File: src/rtl/trigger_clk_phase_ctrl.sv
`default_nettype none
// ---------------------------------------------------------------------------
// trigger_clk_phase_ctrl : steps the trigger-clock MMCM phase toward a target
// Revision: 1.0
// ---------------------------------------------------------------------------
module trigger_clk_phase_ctrl #(
  parameter int pSTEP_WIDTH = 16,
  parameter int pTIMEOUT    = 255
) (
  input  logic                   usb_clk,
  input  logic                   reset_n,
  input  logic [pSTEP_WIDTH-1:0] I_target_phase,
  input  logic                   I_go,
  input  logic                   I_abort,
  input  logic                   I_clear_error,
  input  logic                   trigger_clk_locked,
  input  logic                   trigger_clk_psdone,
  output logic                   O_psen,
  output logic                   O_psincdec,
  output logic [pSTEP_WIDTH-1:0] O_current_phase,
  output logic                   O_busy,
  output logic                   O_done,
  output logic                   O_error,
  output logic [1:0]             O_error_code
);

  localparam logic [2:0] S_IDLE  = 3'd0;
  localparam logic [2:0] S_CHECK = 3'd1;
  localparam logic [2:0] S_STEP  = 3'd2;
  localparam logic [2:0] S_WAIT  = 3'd3;
  localparam logic [2:0] S_ERROR = 3'd4;

  localparam logic [15:0] TIMEOUT_LOAD = 16'(pTIMEOUT);

  localparam logic [1:0] ERR_TIMEOUT   = 2'd1;
  localparam logic [1:0] ERR_LOCK_LOST = 2'd2;
  localparam logic [1:0] ERR_UNLOCKED  = 2'd3;

  logic [2:0]                    state;
  logic                          lock_meta;
  logic                          locked_s;
  logic signed [pSTEP_WIDTH-1:0] current;
  logic signed [pSTEP_WIDTH-1:0] target;
  logic [15:0]                   timeout_cnt;
  logic                          abort_pending;
  logic                          psincdec;
  logic                          done;
  logic                          error;
  logic [1:0]                    error_code;
  logic                          busy;

  assign busy = (state == S_CHECK) || (state == S_STEP) || (state == S_WAIT);

  always_ff @(posedge usb_clk or negedge reset_n) begin
    if (!reset_n) begin
      state         <= S_IDLE;
      lock_meta     <= 1'b0;
      locked_s      <= 1'b0;
      current       <= '0;
      target        <= '0;
      timeout_cnt   <= '0;
      abort_pending <= 1'b0;
      psincdec      <= 1'b0;
      done          <= 1'b0;
      error         <= 1'b0;
      error_code    <= 2'd0;
    end else begin
      lock_meta <= trigger_clk_locked;
      locked_s  <= lock_meta;
      done      <= 1'b0;

      // An MMCM that dropped lock has been reset, so its phase is back at 0.
      if (!locked_s) begin
        current <= '0;
      end

      case (state)
        S_IDLE: begin
          abort_pending <= 1'b0;
          if (I_go) begin
            if (locked_s) begin
              target <= I_target_phase;
              state  <= S_CHECK;
            end else begin
              error      <= 1'b1;
              error_code <= ERR_UNLOCKED;
              state      <= S_ERROR;
            end
          end
        end

        S_CHECK: begin
          if (!locked_s) begin
            error      <= 1'b1;
            error_code <= ERR_LOCK_LOST;
            state      <= S_ERROR;
          end else if ((current == target) || abort_pending) begin
            done          <= (current == target) && !abort_pending;
            abort_pending <= 1'b0;
            state         <= S_IDLE;
          end else begin
            psincdec <= (target > current);
            state    <= S_STEP;
          end
        end

        S_STEP: begin
          if (!locked_s) begin
            error      <= 1'b1;
            error_code <= ERR_LOCK_LOST;
            state      <= S_ERROR;
          end else begin
            timeout_cnt <= TIMEOUT_LOAD;
            state       <= S_WAIT;
          end
        end

        S_WAIT: begin
          if (!locked_s) begin
            error      <= 1'b1;
            error_code <= ERR_LOCK_LOST;
            state      <= S_ERROR;
          end else if (trigger_clk_psdone) begin
            current <= psincdec ? current + 1'b1 : current - 1'b1;
            state   <= S_CHECK;
          end else if (timeout_cnt <= 16'd1) begin
            // The final decrement to zero is the timeout: exactly pTIMEOUT wait cycles.
            error      <= 1'b1;
            error_code <= ERR_TIMEOUT;
            state      <= S_ERROR;
          end else begin
            timeout_cnt <= timeout_cnt - 16'd1;
          end
        end

        S_ERROR: begin
          abort_pending <= 1'b0;
          if (I_clear_error) begin
            error      <= 1'b0;
            error_code <= 2'd0;
            state      <= S_IDLE;
          end
        end

        default: state <= S_IDLE;
      endcase

      // Late assignment so an abort arriving in any busy cycle is never lost.
      if (I_abort && busy && (state != S_CHECK || (locked_s && current != target && !abort_pending))) begin
        abort_pending <= 1'b1;
      end
    end
  end

  assign O_psen          = (state == S_STEP);
  assign O_psincdec      = psincdec;
  assign O_current_phase = current;
  assign O_busy          = busy;
  assign O_done          = done;
  assign O_error         = error;
  assign O_error_code    = error_code;

endmodule
`default_nettype wire

File: config.mk
export PLATFORM = sky130hd
export DESIGN_NAME = trigger_clk_phase_ctrl
export DESIGN_NICKNAME = d
export VERILOG_FILES = /design/src/rtl/trigger_clk_phase_ctrl.sv
export SDC_FILE = /design/constraint.sdc
export NUM_CORES = 1
export LEC_CHECK = 0
export ABC_AREA = 1
export BUFFER_PORTS_ARGS = -buffer_cell sky130_fd_sc_hd__buf_2
export CORE_MARGIN = 10
export CORE_UTILIZATION = 64
export CTS_CLUSTER_DIAMETER = 60
export DETAILED_ROUTE_END_ITERATION = 7
export PLACE_DENSITY = 0.86
export SLEW_MARGIN = 40
export SYNTH_ARGS = -nofsm -noshare
export SYNTH_HDL_FRONTEND = slang
export SYNTH_SLANG_ARGS = --single-unit
File: constraint.sdc
create_clock -name usb_clk -period 4.9 [get_ports usb_clk]
set_clock_uncertainty 0.05 [all_clocks]
set_input_delay 0.735 -clock usb_clk [delete_from_list [all_inputs] [get_ports usb_clk]]
set_output_delay 0.735 -clock usb_clk [all_outputs]
set_load 0.1 [all_outputs]
==> summary.md, run 1 <==
The flow ran to the end, and the final reports show no timing, DRC or antenna violations. After detailed placement, the total cell area comes to 4350 sq um. The tools report the number of buffers between clock root and the deepest sink as 2.

The final instance area is 4550 sq um, and the die area is 9950 sq um. The total of buffers placed on input and output ports was 45; the top fanout value on the critical path was 15. Clock tree synthesis selected as its root buffer the cell sky130_fd_sc_hd__clkbuf_8. The total count of hold-check failures in the final report was 0; the total half-perimeter wirelength after legalization and detailed placement was 7.44 mm. The post-layout instance count excluding filler cells was 675.

After detailed routing, the number of remaining DRC violations is 0. After synthesis, the cell types taking the most area are sky130_fd_sc_hd__dfrtp_1 (36%), sky130_fd_sc_hd__nand2_1 (15%), sky130_fd_sc_hd__ha_1 (9.8%), sky130_fd_sc_hd__nor2_1 (5.5%), sky130_fd_sc_hd__inv_1 (5.3%). Of the post-synthesis cell area, the dominant cell type holds 36.3%. The reported max-cap violation count is 0. The minimum period implied by the final worst setup slack is 2.49 ns. The tools report the arrival time of data at the critical path endpoint as 2.72 ns.

Sequential elements use 36.3% of the synthesized area. After detailed routing, the wire length on met1 is 4.23 mm. The top routing layer in use is met4.

The number of pins with negative max-slew slack in the final report is 0, and the total setup buffers inserted after CTS is 0. The run gives 1.05 mW as the switching power total. The least setup slack across all paths after layout is 2.41 ns. Path category of the worst min-delay check: register to register.

The tools report the total power after layout as 2.27 mW. On the final layout, the worst hold slack is 0.305 ns. The tools report the maximum frequency from static timing analysis as 402 MHz.

Type of element capturing the critical path: a register. The total length of routed wires came out at 9.81 mm. After routing, the total negative slack on setup checks comes to 0 ns. The logs give 0.896 for the placer's final routability congestion estimate and 0 for the post-cts gate resize count. The repair_antennas step left the layout with diodes totalling 0. The cell depth of the worst flop-to-flop path is 11, and the die width is 99.8 microns. The cell-internal power is 1.22 mW, and the final cycle utilization of the critical path is 50.7%.

For this design the top-level I/O count stands at 46. Synthesis produced 542 cells. The tools report the maximum number of pins on one net before global-route repair as 60. Total number of placement rows: 29. The effective utilization at floorplan is 64.9%, and the synthesis-to-finish area growth is 11.8%. The number of endpoints failing setup at the final stage is 0. In this run, flip-flops and latches consume 32.5% of the power. Wire segments on met2 add up to 4.75 mm in the final route. Cells fill 72.6% of the core in the end. Net count reported at finish: 649. The kind of launch point of the worst setup path was a register. In this run the register-to-register setup slack is 2.41 ns. The path with the worst hold slack has its endpoint at locked_s. The worst register-to-register path begins at O_psincdec. In the final routed layout, each cell accounts on average for 14.5 microns.

The leakage power is 2.39 nW, and the data required time at the worst endpoint is 5.14 ns. At the pin with the least slew margin, the transition time is 0.750 ns. The share of post-route cells with drive strength above 1 came out at 17.2%.

Timing analysis after detailed placement gives a worst setup slack of 2.54 ns. Measured against its own limit, the worst slew margin works out to 50.0%. The first global-routing pass estimated 16.5 mm of wire. The clock insertion delay at the later pin of the skew report is 0.35 ns, and the clock network fraction of design power is 20.0%. The via count of the first global-routing pass is 3,672, and the maximum ir drop on the vdd rail is 0.000410 V. The tools report the number of DRC violations after detailed-routing iteration 0 as 181. The overall global routing resource usage was 20.0%; the quantity of hold-fixing buffers added after cts was 0.

The number of warning messages in the yosys log came out at 0. Setup repair after global routing left no endpoint under its margin. The worst setup path is of the register to register kind.

The cell type with the highest aggregate area in the netlist was sky130_fd_sc_hd__dfrtp_1. Number of placed instances, taps included: 659. The startpoint identified for the worst hold timing path is lock_meta. Number of nets produced by synthesis: 598.

The switching part of the total power was 46.2%; the total global routing overflow was 0. The synthesis-stage register bit count came out at 59. Counting distinct cell types in the post-synthesis netlist gives 39.

The clock net sink count was 59; the clock slew seen by the registers of the worst setup and hold paths was 0.07 ns. The met3 wirelength from detailed routing came out at 688 microns. The number of clock buffers added by TritonCTS is 9.

Combinational logic is responsible for 47.5% of the overall power. TritonCTS built the clock tree. For the post-synthesis instance area, the log shows 4070 sq um. The run gives 0 as the number of antenna violations at the first check in global routing.

In this run the vertical extent of the chip is 99.8 microns. The H-tree generated during clock tree synthesis spans 3 levels. Using the TritonRoute via totals, the vias-per-cell ratio works out to 5.55. After floorplanning, the core was sized to cover 6280 sq um. Power spread over the standard cell area amounts to 498 nW/um^2. The first detailed-routing pass ran for 5 iterations. The count of cells along the worst hold path is 0. The mean instance size in the synthesized netlist was 7.51 sq um. The worst register-to-register path ends at O_current_phase[10]. Overall via count from detail_route: 3,743. The detail route stage leaves a number of antenna-violating nets equal to 0.
## state kept, by name, summed over array words and instances, names as in the netlist
signal	flops
abort_pending	1
O_psincdec	1
O_error_code	2
timeout_cnt	16
locked_s	1
O_done	1
O_current_phase	16
state	3
O_error	1
lock_meta	1
target	16
## worst max-delay path, cell delays in order, from the launching register on
cell and delay [ns]:
sky130_fd_sc_hd__dfrtp_1 0.43, sky130_fd_sc_hd__inv_1 0.45, sky130_fd_sc_hd__ha_1 0.38, sky130_fd_sc_hd__a21oi_1 0.16
sky130_fd_sc_hd__o21ai_0 0.22, sky130_fd_sc_hd__nand2_1 0.11, sky130_fd_sc_hd__nand2_1 0.10, sky130_fd_sc_hd__a21oi_1 0.24
sky130_fd_sc_hd__inv_1 0.07, sky130_fd_sc_hd__nand2_1 0.06, sky130_fd_sc_hd__nand3_1 0.07, sky130_fd_sc_hd__nand2_1 0.08
## synthesized netlist by cell type, drive strengths merged
master and number:
xor2 6, o21a 1, nor3 7, nor2 66, nand2 161, o21ai 31
nand4 3, nand3 32, buf 5, fa 1, xnor2 4, clkbuf 1
and3 1, a2bb2oi 1, o22ai 2, a21o 2, or2 5, o21bai 4
a21oi 35, a31oi 2, inv 63, nor4 1, ha 32, mux2 15
dfrtp 59, nand3b 2
## layout make-up
cell class / count / area [sq um]
flip-flops and latches: 59 / 1480
inverters: 63 / 239
repair buffers: 46 / 233
multi-input cells: 414 / 2310
clock buffers: 10 / 138
fillers: 511 / 1720
well taps: 77 / 96.3
clock inverters: 6 / 63.8
## cells by family after synthesis
kind of cell | Yosys count | share of synthesized area, %
flip-flops | 59 | 36.3
AND/OR/NAND/NOR | 278 | 29.4
buffers and inverters | 69 | 7.07
AO/OA/AOI/OAI | 78 | 10.7
multiplexers | 15 | 4.15
adder cells (fa/ha/maj) | 33 | 10.3
XOR/XNOR | 10 | 2.15
## worst max-delay path by stage
stage,from,to,slack [ns],depth (start not counted)
2_1_floorplan,O_psincdec,O_current_phase[14],2.00,11
3_5_place_dp,O_psincdec,O_current_phase[10],2.54,10
6_report,O_psincdec,O_current_phase[10],2.41,11
4_1_cts,O_psincdec,O_current_phase[10],2.48,10
3_3_place_gp,O_psincdec,O_current_phase[14],2.68,11
5_1_grt,O_psincdec,O_current_phase[10],2.23,11
## power by group through the flow
stage | logic, mW | registers [mW] | clock network (mW)
floorplan | 0.727 | 0.854 | 0
global placement | 1.02 | 0.733 | 0
detailed placement | 1.07 | 0.745 | 0
CTS | 1.08 | 0.736 | 0.458
global route | 1.22 | 0.753 | 0.476
finish | 1.08 | 0.738 | 0.453
## layout by cell type (no fill, tap or decap), types with 2 or more instances in the layout
| cell type | instances |
|---|---|
| sky130_fd_sc_hd__nand3_1 | 30 |
| sky130_fd_sc_hd__a21o_1 | 2 |
| sky130_fd_sc_hd__nand2_1 | 159 |
| sky130_fd_sc_hd__nor3_2 | 2 |
| sky130_fd_sc_hd__xnor2_1 | 4 |
| sky130_fd_sc_hd__nor2_1 | 60 |
| sky130_fd_sc_hd__nand2_2 | 2 |
| sky130_fd_sc_hd__dfrtp_1 | 59 |
| sky130_fd_sc_hd__clkbuf_8 | 10 |
| sky130_fd_sc_hd__xor2_1 | 6 |
| sky130_fd_sc_hd__o21ai_2 | 2 |
| sky130_fd_sc_hd__a21oi_1 | 34 |
| sky130_fd_sc_hd__clkinv_2 | 2 |
| sky130_fd_sc_hd__nor2_4 | 2 |
| sky130_fd_sc_hd__o21bai_1 | 4 |
| sky130_fd_sc_hd__nand3b_1 | 2 |
| sky130_fd_sc_hd__or2_2 | 5 |
| sky130_fd_sc_hd__clkinvlp_4 | 2 |
| sky130_fd_sc_hd__buf_2 | 45 |
| sky130_fd_sc_hd__o22ai_1 | 2 |
| sky130_fd_sc_hd__nor2_2 | 3 |
| sky130_fd_sc_hd__a31oi_1 | 2 |
| sky130_fd_sc_hd__mux2_2 | 15 |
| sky130_fd_sc_hd__o21ai_0 | 25 |
| sky130_fd_sc_hd__inv_1 | 57 |
| sky130_fd_sc_hd__ha_1 | 32 |
| sky130_fd_sc_hd__nand4_1 | 3 |
| sky130_fd_sc_hd__inv_2 | 5 |
| sky130_fd_sc_hd__nor3_1 | 5 |
| sky130_fd_sc_hd__o21ai_1 | 4 |
## per-layer routing
metal  GRT usage, %  vias to the layer above
li1               -                     1858
met1           23.9                     1736
met2           33.8                      131
met3           5.15                       18
met4           7.17                        0
met5              0                        -
Note: power is estimated with default switching activity, not from simulation.
==> run 2, diff against run 1 <==
- CORE_UTILIZATION: 64 -> 59
- PLACE_DENSITY: 0.86 -> 0.8
- clock period: 4.9 -> 2.5 ns (I/O delays scaled with it)
==> summary.md, run 2 (synthesized netlist as in run 1, its figures left out) <==
Power spread over the standard cell area amounts to 1010 nW/um^2. The tools report the via count of the first global-routing pass as 3,658. The net count reported at finish was 659; the transition at the pin with the smallest max-transition slack was 0.537 ns. In the layout the commonest cells are sky130_fd_sc_hd__nand2_1 (159), sky130_fd_sc_hd__nor2_1 (60), sky130_fd_sc_hd__dfrtp_1 (56), sky130_fd_sc_hd__inv_1 (56), sky130_fd_sc_hd__buf_2 (44). At the worst endpoint, the required time is 2.68 ns. Area used by sequential logic in the layout: 1480 sq um. The total count of hold-check failures in the final report is 0.

The vias per cell is 5.53. The clock slew seen by the registers of the worst setup and hold paths is 0.07 ns, and the total of fill cells in the finished design is 546. In this run the tightest slew margin relative to its limit is 64.2%. For the number of DRC violations after detailed-routing iteration 0, the log shows 295. After floorplanning, the core was sized to cover 6760 sq um. The die width was 103 microns.

The critical path goes through clkinvlp_4 > buf_4 > ha_1 > nand2_1 > nor2_1 > inv_1 > nor2_1 > nand2_1 > nand2_1 > nand2_1 > nand3_1 > nand2_1 > nand2_1 > nand2_1. The number of antenna violations at the first check in global routing was 0. TritonCTS built the clock tree.

At the end of routability-driven placement, the weighted congestion stood at 0.922. The tools report the number of pins with negative max-slew slack in the final report as 0. The tool flagged a number of max-cap violations equal to 0. For this design the top-level I/O count stands at 46. Source of the worst register-to-register timing path: O_psincdec. Setup total negative slack on the finished layout was measured at 0 ns. The floorplan has 30 rows. The root buffer cell is sky130_fd_sc_hd__clkbuf_8. The first global-routing pass estimated 17.3 mm of wire. The logs give 2.46 nW for the leakage power and 0 for the remaining antenna violation count after routing. Arrival time of data at the critical path endpoint: 2.51 ns. The routed layout has 3,808 vias. Setup repair after global routing left no endpoint under its margin.

Dividing the final minimum period by the clock period gives 93.0%. The tools report the critical path launch point as O_psincdec. For the number of levels the H-tree was split into, the log shows 3. The largest single stage delay on the critical path is 0.48 ns. The clock net sink count was 59. Clock tree synthesis inserted a total of 9 buffers. The floorplan step set the die height to 103 microns.

The first detailed-routing pass took 5 iterations. Relative to the synthesized area, the layout overhead comes to 15.7%. Once the floorplan was initialized, standard cells occupied 60.3% of the core. The logs give 0 for the total global routing overflow and 20.4% for the overall global routing resource usage. The tools report the die area as 10,600 sq um. The run gives 0.000465 V as the maximum ir drop on the vdd rail. After legalization and detailed placement, the total HPWL measured 7.50 mm. The most numerous cell type found on the critical path is sky130_fd_sc_hd__nand2_1. The path category of the worst min-delay check was input pin to register.

The library cell used most frequently in the layout, excluding fill and tap cells, is sky130_fd_sc_hd__nand2_1. The number of remaining DRC errors was 0. The critical path is of the register to register type. The later pin in the worst-skew pair is clocked with a latency of 0.35 ns. The tools report the multi-input combinational cell area as 2310 sq um. Dividing the detail-routed wire length by the instance count gives 14.8 microns. On the final layout, the worst hold slack is 0.0840 ns.

Setup violations remaining at the end of the flow were counted as 0. Cells with a size suffix above 1 make up 19.1% of the layout. The run gives 0 as the number of inserted diodes.

The type of element capturing the critical path was a register. The number of buffers between clock root and the deepest sink was 2. The run finished with clean final reports. The startpoint identified for the worst hold timing path is trigger_clk_locked. For this design, the slowest cell found on the critical path is sky130_fd_sc_hd__dfrtp_2. In this run the tool buffered the top-level ports with 45 buffer cells. Static timing analysis puts the maximum clock frequency at 430 MHz. The total length of routed wires came out at 10.2 mm.

The worst setup path is launched from a register. Counting I/O delays and the setup requirement, the final critical path takes 2.32 ns. Cells fill 69.8% of the core in the end. The maximum number of pins on one net before global-route repair came out at 40. The top fanout value on the critical path is 7.
==> run 2: changes by cell type in the layout (fill, tap and decap cells not counted), sizes merged <==
cell | before | now
inv | 64 | 62
buf | 46 | 54
dlygate4sd3 | 0 | 1
bufinv | 1 | 3
clkinv | 2 | 3
==> run 2: critical path, delay by kind of cell (launching register included) <==
kind,cells,cell delay (ns)
DFF,1,0.48
buffers and inverters,3,0.47
and+or+nand+nor,10,0.82
adders and majority gates,1,0.39
==> run 2: power by group <==
| group | internal, mW | switching (mW) | leakage, nW | total, mW |
|---|---|---|---|---|
| clock | 0.691 | 0.411 | 0.126 | 1.10 |
| combinational | 0.749 | 1.43 | 1.58 | 2.18 |
| sequential | 1.22 | 0.244 | 0.750 | 1.46 |
| total | 2.66 | 2.08 | 2.46 | 4.74 |
==> run 2: layout make-up <==
cell class	instances	area share, %
inverters	63	5.15
multi-input cells	414	49.1
clock buffers	10	2.92
repair buffers	55	6.74
clock inverters	6	2.39
repair inverters	1	0.159
flip-flops and latches	59	31.4
well taps	80	2.12
==> run 2: worst paths after layout <==
| kind | endpoint | slack (ns) | cells after the start |
|---|---|---|---|
| worst min register to register | locked_s | 0.30 | 0 |
| worst max-delay path | O_current_phase[15] | 0.18 | 14 |
| worst min-delay path | lock_meta | 0.08 | 1 |
| worst max register to register | O_current_phase[15] | 0.18 | 14 |
| max in group asynchronous | timeout_cnt[7] | 1.40 | 3 |
| min in group asynchronous | O_current_phase[9] | 0.50 | 2 |
==> run 2: metal layers <==
layer | global-route usage, % | part of all wire [%] | vias to the layer above
li1 | - | - | 1893
met1 | 27.2 | 47 | 1776
met2 | 31.8 | 45 | 126
met3 | 5.36 | 6.7 | 13
met4 | 5.78 | 1.2 | 0
met5 | 0 | 0 | -
==> run 2: per-stage QoR <==
step           std cells  power, mW  worst slack, ns  area [sq um]
2_1_floorplan        542       3.11           0.0128          4080
3_3_place_gp         665       3.47            0.331          4400
3_5_place_dp         665       3.56            0.153          4400
4_1_cts              682       4.67            0.133          4660
5_1_grt              688       5.13         0.000296          4710
6_report             688       4.74            0.175          4710
==> run 2: what timing repair did <==
item	in CTS	in global routing
endpoints found under the setup margin	0	6
buffers inserted	0	5
gates resized for setup	0	2
hold endpoints to repair	38	0
hold buffers	1	0
==> run 3, diff against run 2 <==
- CELL_PAD_IN_SITES_DETAIL_PLACEMENT: unset -> 0
- CELL_PAD_IN_SITES_GLOBAL_PLACEMENT: unset -> 1
- CORE_UTILIZATION: 59 -> 43
- PLACE_DENSITY: 0.8 -> unset
- PLACE_DENSITY_LB_ADDON: unset -> 0.1
- SETUP_SLACK_MARGIN: unset -> 0.2
==> summary.md, run 3 (synthesized netlist as in run 1, its figures left out) <==
The tool flagged a number of max-cap violations equal to 0. For the least setup slack across all paths after layout, the log shows 0.382 ns. The placeable core area is 9240 sq um. The count of cells along the worst hold path was 1. Along the worst path, the maximum fanout reaches 5.

In the layout the commonest cells are sky130_fd_sc_hd__nand2_1 (158), sky130_fd_sc_hd__nor2_1 (58), sky130_fd_sc_hd__inv_1 (56). The floorplan step defined a die boundary enclosing 13,800 sq um. The hold path startpoint was trigger_clk_locked. The run gives 4870 sq um as the final instance area.

Path category of the worst min-delay check: input pin to register. The filler cells instantiated in the layout total 895. The startpoint identified for the worst register-to-register timing path is O_psincdec. The category of the critical setup timing path is register to register. The cell depth of the worst flop-to-flop path was 13; the number of endpoints failing setup at the final stage was 0.

The logs give 0 for the number of pins with negative max-slew slack in the final report and 0.881 for the placer's final routability congestion estimate. The number of antenna violations at the first check in global routing came out at 0. The clock net sink count is 59, and the cell area after placement is 4500 sq um. Power spread over the standard cell area amounts to 974 nW/um^2. The logs give 2.46 nW for the leakage power and 0.34 ns for the clock insertion delay at the later pin of the skew report. Setup repair after global routing left no endpoint under its margin. The logs give 218 for the number of DRC violations after detailed-routing iteration 0 and 46 for the total I/O pin count.

In the final layout, the multi-input gates occupy 2400 sq um. The die height came out at 117 microns. Once the floorplan was initialized, standard cells occupied 44.1% of the core. The destination of the worst register-to-register timing path was O_current_phase[15]. Power comes to 4.75 mW. The synthesis-to-finish area growth works out to 19.7%. The tree is rooted in a sky130_fd_sc_hd__clkbuf_8. The final cycle utilization of the critical path works out to 84.7%. At the end of the flow the core is filled with cells to 52.8%. Summed over all layers, the routed wires come to 10.6 mm. Counting along the longest clock path gives a buffer depth of 2. The number of antenna diodes in the final layout is 0. The worst setup path is captured at a register.

For this run, the total global-route usage over all layers was measured as 15.2%. The share of post-route cells with drive strength above 1 works out to 22.0%. The run gives 0 as the total count of hold-check failures in the final report. The run gives 2.68 ns as the data required time at the worst endpoint. The largest single stage delay on the critical path is 0.47 ns.

The flow ran to the end, and the final reports show no timing, DRC or antenna violations. At the end of the flow, the number of nets in the layout was 664. Setup slack on the worst reg-to-reg path comes out at 0.38 ns. At the placement stage, the worst setup path has a slack of 0.230 ns.

The tools report the wire length of the first global-routing pass as 17.6 mm. Cell with the most instances on the worst path: sky130_fd_sc_hd__nand2_1. The detailed router placed 3,662 vias in this run. In the routed design, unresolved DRC markers number 0. The run gives 2.30 ns as the arrival time of data at the critical path endpoint. Kind of launch point of the worst setup path: a register. In this run the tightest slew margin relative to its limit is 65.3%. The via count of the first global-routing pass is 3,549. The initialized floorplan defines 35 standard-cell rows.

Vias per cell: 4.94. The detail route stage leaves a number of antenna-violating nets equal to 0. The number of levels the H-tree was split into was 3; the total half-perimeter wirelength after legalization and detailed placement was 8.05 mm. The worst-case IR drop observed on VDD is 0.000432 V. Summed over all layers, the global routing overflow is 0. From left edge to right edge, the die measures 117 microns. The first TritonRoute pass finished after 5 iterations.

The path with the worst hold slack has its endpoint at lock_meta. The area used by sequential logic in the layout is 1480 sq um, and the average wire per standard cell is 14.3 microns. Counting both buffers and inverters, the worst setup path holds a total of 3.

Among all stages on the critical path, the largest delay is contributed by sky130_fd_sc_hd__dfrtp_4. Most common cell after layout, fill and taps aside: sky130_fd_sc_hd__nand2_1. Buffers inserted during clock tree synthesis total 9. The maximum frequency from static timing analysis is 472 MHz, and the clock slew seen by the registers of the worst setup and hold paths is 0.07 ns. Buffers placed on the I/O ports in this run total 45. The maximum number of pins on one net before global-route repair is 34, and the transition at the pin with the smallest max-transition slack is 0.524 ns. Summed over all failing endpoints, the final setup total negative slack is 0 ns.

The minimum period implied by the final worst setup slack works out to 2.12 ns. Grouping stages by cell kind, the critical path spends the most delay in simple AND/OR/NAND/NOR gates. TritonCTS built the clock tree. The critical path goes through clkinvlp_4 > buf_4 > ha_1 > nand2_1 > inv_1 > a21oi_2 > nand2_2 > nand2_1 > nand3_1 > nand3_1 > nand2_1 > nand2_1 > nand2_1.
[run 3: cell count changes in the layout (fill, tap and decap cells not counted), sizes merged]
cell	before	now
clkinv	3	1
buf	54	59
clkbuf	10	12
bufinv	3	2
clkinvlp	2	3
[run 3: what timing repair did]
item | CTS | global route
buffers inserted | 0 | 6
gates resized for setup | 0 | 17
hold buffers | 0 | 1
setup endpoints to repair | 0 | 12
hold endpoints to repair | 0 | 31
[run 3: report_power, final]
| part | switching (mW) | internal [mW] | leakage, nW |
|---|---|---|---|
| Clock | 0.401 | 0.615 | 0.113 |
| Combinational | 1.47 | 0.805 | 1.60 |
| Sequential | 0.234 | 1.22 | 0.748 |
| Total | 2.10 | 2.64 | 2.46 |
[run 3: how the worst max path moves through the flow]
stage / cells after the start / slack [ns] / from / endpoint
after floorplan: 11 / 0.18 / O_psincdec / O_current_phase[14]
after global placement: 11 / 0.29 / O_psincdec / O_current_phase[14]
after detailed placement: 11 / 0.23 / O_psincdec / O_current_phase[14]
after CTS: 10 / 0.22 / O_psincdec / O_current_phase[10]
after global routing: 14 / 0.19 / O_psincdec / O_current_phase[15]
final: 13 / 0.38 / O_psincdec / O_current_phase[15]
[run 3: cell type report]
cell class                      count  share of cell area, %
Sequential cell                    59                   30.4
Timing Repair Buffer               60                   7.29
Multi-Input combinational cell    414                   49.2
Clock inverter                      4                   1.49
Inverter                           63                   4.98
Clock buffer                       12                   3.18
Tap cell                          129                   3.31
Timing Repair inverter              1                  0.154
[run 3: stage by stage]
step | hold WS (ns) | cells
2_1_floorplan | 0.0294 | 542
3_3_place_gp | 0.281 | 718
5_1_grt | 0.0898 | 742
4_1_cts | 0.0727 | 734
3_5_place_dp | 0.293 | 718
6_report | 0.0899 | 742
[run 3: routing by layer]
layer	routed length, microns	track usage, %	up-vias
met2	4300	22.1	79
met3	471	2.88	10
met4	107	4.85	0
met1	5700	21.9	1675
li1	-	-	1898
met5	0	0	-
